File: src/rtl/tile_sequencer.sv
// Tile job sequencer: drives the tile counter's reset, enable and load controls and reports job status.
// Optional RUN-phase watchdog compiled in with `define TILE_SEQ_WATCHDOG_EN.
module tile_sequencer #(
    parameter int CNT_W       = 32,
    parameter int ARRAY_DIM   = 8,
    parameter int WDOG_CYCLES = 1024
) (
    input  logic             clk,
    input  logic             rst_n,
    input  logic             start,
    input  logic [CNT_W-1:0] num_rows,
    input  logic [CNT_W-1:0] num_cols,
    input  logic             abort,
    input  logic             counter_full,
    output logic             cnt_rst,
    output logic             cnt_enable,
    output logic             cnt_load,
    output logic [CNT_W-1:0] cnt_load_value,
    output logic [CNT_W-1:0] cnt_load_subvalue,
    output logic             busy,
    output logic             drain_active,
    output logic             done,
    output logic             err
);

    typedef enum logic [2:0] {
        IDLE  = 3'd0,
        LOAD  = 3'd1,
        RUN   = 3'd2,
        DRAIN = 3'd3,
        DONE  = 3'd4
    } state_t;

    localparam int DRAIN_W = (ARRAY_DIM > 1) ? $clog2(ARRAY_DIM) : 1;
    localparam logic [DRAIN_W-1:0] DRAIN_LAST = DRAIN_W'(ARRAY_DIM - 1);

    generate
        if (ARRAY_DIM < 1) begin : g_bad_array_dim
            $error("tile_sequencer: ARRAY_DIM must be at least 1");
        end
        if (WDOG_CYCLES < 1) begin : g_bad_wdog
            $error("tile_sequencer: WDOG_CYCLES must be at least 1");
        end
    endgenerate

    state_t             state;
    state_t             state_nxt;
    logic               err_nxt;
    logic               capture;
    logic               wdog_expired;
    logic [DRAIN_W-1:0] drain_cnt;
    logic [CNT_W-1:0]   rows_q;
    logic [CNT_W-1:0]   cols_q;

`ifdef TILE_SEQ_WATCHDOG_EN
    localparam int WDOG_W = $clog2(WDOG_CYCLES + 1);
    localparam logic [WDOG_W-1:0] WDOG_LAST = WDOG_W'(WDOG_CYCLES - 1);

    logic [WDOG_W-1:0] wdog_cnt;

    // Counts consecutive RUN cycles; restarted on every LOAD entry.
    always_ff @(posedge clk or negedge rst_n) begin
        if (!rst_n) begin
            wdog_cnt <= '0;
        end else if (state_nxt == LOAD) begin
            wdog_cnt <= '0;
        end else if (state == RUN) begin
            wdog_cnt <= wdog_cnt + WDOG_W'(1);
        end
    end

    assign wdog_expired = (state == RUN) && (wdog_cnt == WDOG_LAST);
`else
    assign wdog_expired = 1'b0;
`endif

    // abort outranks counter_full, drain completion and watchdog expiry.
    always_comb begin
        state_nxt = state;
        err_nxt   = 1'b0;
        capture   = 1'b0;
        case (state)
            IDLE: begin
                if (start) begin
                    if ((num_rows != '0) && (num_cols != '0)) begin
                        state_nxt = LOAD;
                        capture   = 1'b1;
                    end else begin
                        state_nxt = DONE;
                        err_nxt   = 1'b1;
                    end
                end
            end
            LOAD: begin
                state_nxt = abort ? DONE : RUN;
            end
            RUN: begin
                if (abort) begin
                    state_nxt = DONE;
                end else if (counter_full) begin
                    state_nxt = DRAIN;
                end else if (wdog_expired) begin
                    state_nxt = DONE;
                    err_nxt   = 1'b1;
                end
            end
            DRAIN: begin
                if (abort || (drain_cnt == '0)) begin
                    state_nxt = DONE;
                end
            end
            DONE: begin
                state_nxt = IDLE;
            end
            default: begin
                state_nxt = IDLE;
            end
        endcase
    end

    // State, captured dimensions and all outputs, registered from the next state.
    always_ff @(posedge clk or negedge rst_n) begin
        if (!rst_n) begin
            state        <= IDLE;
            rows_q       <= '0;
            cols_q       <= '0;
            drain_cnt    <= '0;
            cnt_rst      <= 1'b0;
            cnt_enable   <= 1'b0;
            cnt_load     <= 1'b0;
            busy         <= 1'b0;
            drain_active <= 1'b0;
            done         <= 1'b0;
            err          <= 1'b0;
        end else begin
            state <= state_nxt;
            if (capture) begin
                rows_q <= num_rows;
                cols_q <= num_cols;
            end
            if (state != DRAIN) begin
                drain_cnt <= DRAIN_LAST;
            end else begin
                drain_cnt <= drain_cnt - DRAIN_W'(1);
            end
            cnt_rst      <= (state_nxt == DONE);
            cnt_enable   <= (state_nxt == LOAD) || (state_nxt == RUN);
            cnt_load     <= (state_nxt == LOAD);
            busy         <= (state_nxt == LOAD) || (state_nxt == RUN) || (state_nxt == DRAIN);
            drain_active <= (state_nxt == DRAIN);
            done         <= (state_nxt == DONE);
            err          <= (state_nxt == DONE) && err_nxt;
        end
    end

    assign cnt_load_value    = rows_q;
    assign cnt_load_subvalue = cols_q;

endmodule

File: config.mk
export PLATFORM = sky130hd
export DESIGN_NAME = tile_sequencer
export DESIGN_NICKNAME = d
export VERILOG_FILES = /design/src/rtl/tile_sequencer.sv
export SDC_FILE = /design/constraint.sdc
export NUM_CORES = 1
export LEC_CHECK = 0
export CORE_MARGIN = 8
export CORE_UTILIZATION = 37
export DETAILED_ROUTE_END_ITERATION = 7
export PLACE_DENSITY = 0.76
export SLEW_MARGIN = 20
export SYNTH_ARGS = -nofsm -noshare
export SYNTH_HDL_FRONTEND = slang
export SYNTH_SLANG_ARGS = --single-unit
File: constraint.sdc
create_clock -name clk -period 1.8 [get_ports clk]
set_input_delay 0.36 -clock clk [delete_from_list [all_inputs] [get_ports clk]]
set_output_delay 0.36 -clock clk [all_outputs]
set_load 0.02 [all_outputs]
# After elaboration in Yosys (flattened, before gate mapping)
# Cells that the tools add are included.
[classes]
n_addsub = 1
n_eq_ne = 8
mux = 14
n_reduce_logical = 9
[op_table]
columns = ["operator", "n"]
rows = [
  ["nonzero test 32 bit", 2],
  ["two-way mux 3 bit", 7],
  ["== test 3 x 2 -> 1 bit (second input constant)", 4],
  ["one-hot mux 3 bit (4 select lines)", 1],
  ["== test 3 x 1 -> 1 bit (second input constant)", 2],
  ["logical NOT 3 bit", 2],
  ["two-way mux 1 bit", 6],
  ["== test 3 bit (second input constant)", 1],
  ["logical OR 1 bit", 3],
  ["!= test 3 x 2 -> 1 bit (second input constant)", 1],
  ["subtractor 3 x 1 -> 3 bit (second input constant)", 1],
  ["logical AND 1 bit", 2],
]
[totals]
reg_bits = 76
inputBits = 69
output_inout_bits = 71
elab_cells = 42

# Longest topological paths before layout
# Gate-level depths: netlist of the first run.
[logic_depth]
ltp_word = 8
ltp_mapped = 7

# Worst setup path before layout of the first run
# Ideal clock, no wire load.
[synth_timing]
path_kind = "in2reg"
start = "input num_cols[16]"
end = "register cols_q[13] (netlist: cnt_load_subvalue[13])"
t_arrival_ns = 1.686
setup_slack_ns = -0.014
stages = 6
path_cell_list = "nor4_1 -> nand4_1 -> o221ai_2 -> buf_6 -> buf_6 -> mux2_1"
[synth_between]
elab_chain_len = 5
[synth_lines]
columns = ["element", "line_no", "text"]
rows = [
  ["start, declared", "12", "input logic [CNT_W-1:0] num_cols,"],
  ["nonzero test 32 bit", "85", "if ((num_rows != '0) && (num_cols != '0)) begin"],
  ["logical AND 1 bit", "85", ""],
  ["two-way mux 1 bit", "85", ""],
  ["two-way mux 1 bit", "84", "if (start) begin"],
  ["two-way mux 1 bit", "82", "case (state)"],
  ["end signal, assigned", "139", "cols_q <= num_cols;"],
  ["end, declared", "53", "logic [CNT_W-1:0] cols_q;"],
]
# Every way passes these cells.
# A chain may end at the register's enable or synchronous reset.

# Worst setup path after layout of the first run
[layout_timing]
start = "input num_cols[25]"
end = "register rows_q[29] (netlist: cnt_load_value[29])"
[layout_between]
elab_chain_len = 5
[layout_lines]
columns = ["element", "line_no", "text"]
rows = [
  ["nonzero test 32 bit", "85", ""],
  ["logical AND 1 bit", "85", ""],
  ["two-way mux 1 bit", "85", ""],
  ["two-way mux 1 bit", "84", ""],
  ["two-way mux 1 bit", "82", ""],
  ["end signal, assigned", "138", "rows_q <= num_rows;"],
  ["end, declared", "52", "logic [CNT_W-1:0] rows_q;"],
]
# Every way passes these cells.

==> metrics.txt, run 1 <==
outcome=finished with violations; failing checks=setup timing; Mapped Nets=269; final WL=9.178 mm; Die Y=106.3 um; # placed instances=451; Clk Latency, worst-skew pair=340 ps; cell taking the most area after synthesis=dfrtp_1; critical path launch point=num_cols[25]; Power Density=1874 nW/um2; Max Clock Freq=548.6 MHz; sw frac=34.29%; die footprint=11290 um2; internal power=6.419 mW; hpwl dp=6.184 mm; final setup TNS=-51.37 ps; largest net degree at the start of global routing=33; Final Hold Viols=0; Tmin final=1823 ps; Cell Rows=33; CP Cell Sequence=clkdlybuf4s15_1 > nor4_1 > nand4_1 > o221ai_4 > buf_6 > buf_8 > clkbuf_16 > mux2_2; vias in the first global route=2728; power share of the clock group=14.6%; Max stage delay cell, worst path=mux2_2; Clock Path Buffers=2; via count=2365; Worst slew margin=75.01%; sequential power share=30.5%; final non-filler cell total=488; setup slack, reg-to-reg=10 ps; startpoint types=input port; Gate power share=54.8%; Syn Std Cell Area=3015 um2; antenna violations before repair=0; Worst Skew=8.822 ps; RSZ-0062 raised after global routing=true; Die X-Extent=106.3 um; data required time at the worst endpoint=2030 ps; Synth top area share=63.07%; IO Port Bufs=139; FF-to-FF End=cnt_load_subvalue[13]$_DFFE_PN0P_; H-tree Lvls=3; hold_sp=num_cols[30]; CTS tree=built; share of layout cells above drive strength 1=46.74%; crit path max fanout=4; CP endpoint kind=register; syn avg cell area=15.23 um2; antenna-violating nets left=0; Initial Util=37.45%; warnings from Yosys=0; #FFs+latches synth=76; area grow syn2layout=72.86%; distinct cell type count of the synthesized netlist=23; Worst Reg2Reg Path Length in Cells=7; root buf cell=clkbuf_8; Leak=2.400 nW; setup ws final=-22.69 ps; first-pass GRT wire length=14.35 mm; Core ar.=8051 um2; Power, Total=9.769 mW; clock slew at reported path FFs=80 ps; Area contributors post-synth=dfrtp_1, mux2_2, mux2_1; routability cong.=0.6829; Worst Setup EP=cnt_load_value[29]$_DFFE_PN0P_; first drt pass iteration count=6; worst r2r src=state[0]$_DFF_PN0_; period utilization=101.3%; maximum vdd ir drop=0.0008301 V; Util after Layout=64.74%; CTS Buf Count=9; fin nets=449; Syn Inst Count=198; GR Overflow Total=0; worst slew pin tran=365.3 ps; Hold Crit Class=input port to register; drt wl/cell=18.81 um; DRC violation count after routing=0; ant diodes=0; cell area after layout=5213 um2; critical setup path kind=input port to register; sequential element share of the synthesized area=63.07%; Slew Limit Fails=0; IO Pins=140; post-place setup slack=-789.9 ps; GRT Overall Usage=15.98%; CP max stage delay=320 ps; placed instance area=4666 um2; CTS sink cnt=76; WHS=281.0 ps; CP Data Arrival Time=2050 ps; DR vias/cell=4.846; initial DRC count=41; number of max-cap violations=0; Switching Power=3.350 mW; final setup violation count=3
## sequential cells by signal (all words and copies together), names as in the netlist
register           flops
state                  3
cnt_enable             1
cnt_load               1
done                   1
busy                   1
cnt_load_subvalue     32
cnt_load_value        32
drain_active           1
drain_cnt              3
err                    1
## cell usage after synthesis (all sizes together)
master / number
and2: 1
a21oi: 2
nor2: 1
o211ai: 1
nand3: 1
o22ai: 1
o21ai: 1
nand4: 4
dfrtp: 76
nor4b: 1
a21o: 2
buf: 8
a2111oi: 1
nor3b: 1
o221ai: 1
mux2: 64
nand2: 5
nor4: 16
nand2b: 2
inv: 7
ha: 2
## worst min path at each step
stage                                              to  slack, ps  cells past startpoint
CTS                 cnt_load_subvalue[14]$_DFFE_PN0P_        260                      2
finish              cnt_load_subvalue[30]$_DFFE_PN0P_        280                      2
global placement    cnt_load_subvalue[14]$_DFFE_PN0P_        290                      1
global route        cnt_load_subvalue[30]$_DFFE_PN0P_        260                      2
floorplan                              busy$_DFF_PN0_         60                      0
detailed placement   cnt_load_subvalue[7]$_DFFE_PN0P_        300                      1
## worst max-delay path: cells and delay by family
kind,cells,cell delay [ps]
and+or+nand+nor,2,470
buffers and inverters,4,630
muxes,1,320
AOI/OAI and AO/OA,1,260
## what timing repair did
item,in CTS,in global routing
pin swaps,22,21
setup endpoints to repair,68,64
setup buffers,11,4
endpoints found under the hold margin,24,0
hold buffers,1,0
gates cloned,5,2
resized for setup,186,60
## power groups by stage
stage                     clock, mW  sequential, mW  combinational, mW
after floorplan                   0            3.93               1.26
after global placement            0            2.94               4.32
after detailed placement          0            2.98               4.39
after CTS                      1.45            2.97               5.18
after global routing           1.54            3.08               5.62
final                          1.43            2.98               5.36
## area by class of cell
| class | count | area [um2] |
|---|---|---|
| clock buffer | 12 | 145.1 |
| clock inverter | 4 | 72.57 |
| fill | 618 | 2839 |
| inverter | 7 | 26.28 |
| multi-input combinational | 107 | 1285 |
| sequential | 76 | 1903 |
| tap | 105 | 131.4 |
| timing repair buffer | 177 | 1649 |
## cell families (layout without fill, tap and decap cells)
family                     after synthesis  count (layout)  synth area share, %
AOI/OAI and AO/OA                        9               9                2.241
adders and majority gates                2               2               0.8297
buffers and inverters                   15             200                3.237
DFF                                     76              76                63.07
muxes                                   64              64                23.90
and+or+nand+nor                         32              32                6.722
## layer usage
| layer | part of all wire [%] | wire length (um) | track usage [%] | vias to the layer above |
|---|---|---|---|---|
| met5 | 0 | 0 | 0 | - |
| met4 | 0.66 | 61 | 4.221 | 0 |
| met3 | 9.4 | 861 | 6.655 | 8 |
| met2 | 49 | 4501 | 27.08 | 95 |
| met1 | 41 | 3753 | 18.21 | 1175 |
| li1 | - | - | - | 1087 |
## cell usage in the layout (no fill, tap or decap), drive strengths merged, types with 4 or more instances in the layout
cell type      count
clkdlybuf4s15     12
clkbuf            39
dlygate4sd2        7
nand2              5
nand4              4
dfrtp             76
buf               56
nor4              16
inv                7
clkdlybuf4s50     74
mux2              64
Power figures use the tool's default switching activity.
==> inputs of run 2 (changes only) <==
--- a/config.mk
+++ b/config.mk
@@ -6,9 +6,10 @@
 export NUM_CORES = 1
 export LEC_CHECK = 0
 export CORE_MARGIN = 8
-export CORE_UTILIZATION = 37
+export CORE_UTILIZATION = 35
 export DETAILED_ROUTE_END_ITERATION = 7
-export PLACE_DENSITY = 0.76
+export GPL_TIMING_DRIVEN = 0
+export PLACE_DENSITY = 0.73
 export SLEW_MARGIN = 20
 export SYNTH_ARGS = -nofsm -noshare
 export SYNTH_HDL_FRONTEND = slang
==> run 2 against run 1 <==
Net effect: the flow still finishes with violations (setup timing); combinational power increased by 2%; sequential cell count unchanged; via count decreased by 2.3%; critical path depth increased by 1; non-clock buffer count decreased by 10; critical endpoint unchanged.
==> metrics.txt, run 2 (same netlist as run 1, synthesis figures left out) <==
RSZ-0062 raised after global routing=true; CTS Buf Count=9 (unchanged); root buf cell=clkbuf_8; Die Y=108.8 um (+2.4%); GR Overflow Total=0 (unchanged); hpwl dp=6.265 mm (+1.3%); sw frac=34.02% (-0.27 points); failing checks=setup timing; WHS Endpoint=cnt_load_subvalue[25]$_DFFE_PN0P_; Initial Util=35.26% (-2.2 points); clock slew at reported path FFs=80 ps (about the same); WHS=281.8 ps (+0.8200 ps); Gate power share=55.4% (+0.6 points); placed instance area=4584 um2 (-1.7%); CTS sink cnt=76 (unchanged); FILL cells=676 (+9.4%); final setup TNS=-1496 ps (-1444 ps); FF-to-FF End=cnt_load_subvalue[31]$_DFFE_PN0P_; period utilization=104.2% (+2.9 points); Final Hold Viols=0 (unchanged); first drt pass iteration count=4 (-2); data required time at the worst endpoint=2030 ps (about the same); Worst Skew=10.52 ps (+1.693 ps); final setup violation count=40 (+37); Power, Total=9.871 mW (+1.0%); worst r2r src=state[1]$_DFF_PN0_; Leak=2.485 nW (+3.5%); GRT Overall Usage=15.01% (-0.97 points); CTS tree=built; antenna-violating nets left=0 (unchanged); Worst slew margin=64.81% (-10 points); setup ws final=-75.75 ps (-53.06 ps); Cell Rows=34 (+3.0%); H-tree Lvls=3 (unchanged); DRC violation count after routing=0 (unchanged); cell area after layout=5325 um2 (+2.2%); Core ar.=8551 um2 (+6.2%); number of max-cap violations=0 (unchanged); WHS Path Cells=2 (unchanged); internal power=6.513 mW (+1.5%); CP Cell Sequence=dlygate4sd2_1 > nor4_1 > nand4_1 > buf_4 > o221ai_4 > buf_6 > buf_8 > clkbuf_16 > mux2_2; routability cong.=0.7025 (+2.9%); most frequent cells in the layout=dfrtp_1, clkdlybuf4s50_1, mux2_4, dlygate4sd2_1, clkdlybuf4s15_1; CP max stage delay=320 ps (about the same); maximum vdd ir drop=0.0009155 V (+10%); setup slack, reg-to-reg=-50 ps (-60 ps); fin nets=439 (-2.2%); Clock Path Buffers=2 (unchanged); share of layout cells above drive strength 1=36.73% (-10 points); Reg area=1904 um2 (about the same); antenna violations before repair=0 (unchanged); DR vias/cell=4.805 (-0.86%); largest net degree at the start of global routing=40 (+21%); multi-input logic area=1339 um2 (+4.2%); Util after Layout=62.28% (-2.5 points); first-pass GRT wire length=13.82 mm (-3.7%); Die X-Extent=108.8 um (+2.4%); die footprint=11840 um2 (+4.8%); IO Pins=140 (unchanged); final WL=8.930 mm (-2.7%); worst slew pin tran=527.8 ps (+162.5 ps); drt wl/cell=18.57 um (-1.3%); IO Port Bufs=139 (unchanged); hold_sp=num_cols[25]; outcome=finished with violations; Power Density=1854 nW/um2 (-1.1%); startpoint types=input port; Max stage delay cell, worst path=mux2_2; via count=2311 (-2.3%); crit path max fanout=5 (+1); Slew Limit Fails=0 (unchanged); CP Data Arrival Time=2100 ps (+50 ps); post-place setup slack=-902.4 ps (-112.5 ps); ant diodes=0 (unchanged); critical path launch point=num_rows[1]; final non-filler cell total=481 (-1.4%); Worst Reg2Reg Path Length in Cells=6 (-1); Switching Power=3.358 mW (+0.25%); area grow syn2layout=76.60%; most common cell after layout, fill and taps aside=dfrtp_1; # placed instances=446 (-1.1%); Clk Latency, worst-skew pair=340 ps (about the same); vias in the first global route=2597 (-4.8%); critical setup path kind=input port to register; CP endpoint kind=register; Tmin final=1876 ps (+53.06 ps); initial DRC count=36 (-12%); Max Clock Freq=533.1 MHz (-2.8%); power share of the clock group=14.3% (-0.3 points); Hold Crit Class=input port to register; sequential power share=30.3% (-0.2 points)
[run 2: cell count changes in the layout (fill, tap and decap cells not counted), sizes merged]
cell,delta
clkbuf,-21
clkinvlp,+1
clkinv,+1
dlymetal6s2s,+1
clkdlybuf4s50,-1
buf,-26
dlygate4sd2,+19
clkdlybuf4s15,+16
[run 2: power groups by stage]
stage	sequential [mW]	clock [mW]	combinational, mW
floorplan	3.93	0	1.26
global placement	2.94	0	4.33
detailed placement	2.98	0	4.38
CTS	2.97	1.45	5.39
global route	3.09	1.52	5.76
finish	2.99	1.41	5.47
[run 2: repair_timing]
action	CTS	global route
gates cloned	3	1
buffers inserted	14	1
gates resized for setup	181	31
setup endpoints to repair	68	68
hold buffers	1	0
hold endpoints to repair	7	0
pin swaps	21	16
[run 2: per-layer routing]
layer | track usage (%) | part of all wire [%] | vias to the layer above
li1 | - | - | 1059
met1 | 17.42 | 41 | 1146
met2 | 24.28 | 48 | 94
met3 | 6.028 | 10 | 12
met4 | 6.158 | 1.6 | 0
met5 | 0 | 0 | -
[run 2: cell type report]
class / count / share of cell area [%]
buffer: 7 / 1.927
clock buffer: 10 / 2.397
clock inverter: 6 / 1.668
inverter: 7 / 0.4934
multi-input combinational: 107 / 25.14
sequential: 76 / 35.76
tap: 108 / 2.538
timing repair buffer: 160 / 30.08
[run 2: worst max path at each step]
stage	end	slack, ps
after floorplan	cnt_load_subvalue[13]$_DFFE_PN0P_	-0.4
after global placement	cnt_load_value[29]$_DFFE_PN0P_	-2280
after detailed placement	cnt_load_subvalue[19]$_DFFE_PN0P_	-900
after CTS	cnt_load_value[28]$_DFFE_PN0P_	-60
after global routing	cnt_load_value[27]$_DFFE_PN0P_	-120
final	cnt_load_value[29]$_DFFE_PN0P_	-80
[run 2: critical path: cells and delay by family]
kind	cells	cell delay (ps)
AO/OA/AOI/OAI	1	190
buffers and inverters	5	830
AND/OR/NAND/NOR	2	400
multiplexers	1	320
==> inputs of run 3 (changes only) <==
--- a/config.mk
+++ b/config.mk
@@ -9,6 +9,7 @@
 export CORE_UTILIZATION = 35
 export DETAILED_ROUTE_END_ITERATION = 7
 export GPL_TIMING_DRIVEN = 0
+export HOLD_SLACK_MARGIN = 0.15
 export PLACE_DENSITY = 0.73
 export SLEW_MARGIN = 20
 export SYNTH_ARGS = -nofsm -noshare
==> results of run 3 <==
Same layout as run 2: the final DEF is identical, and so are final timing and power.
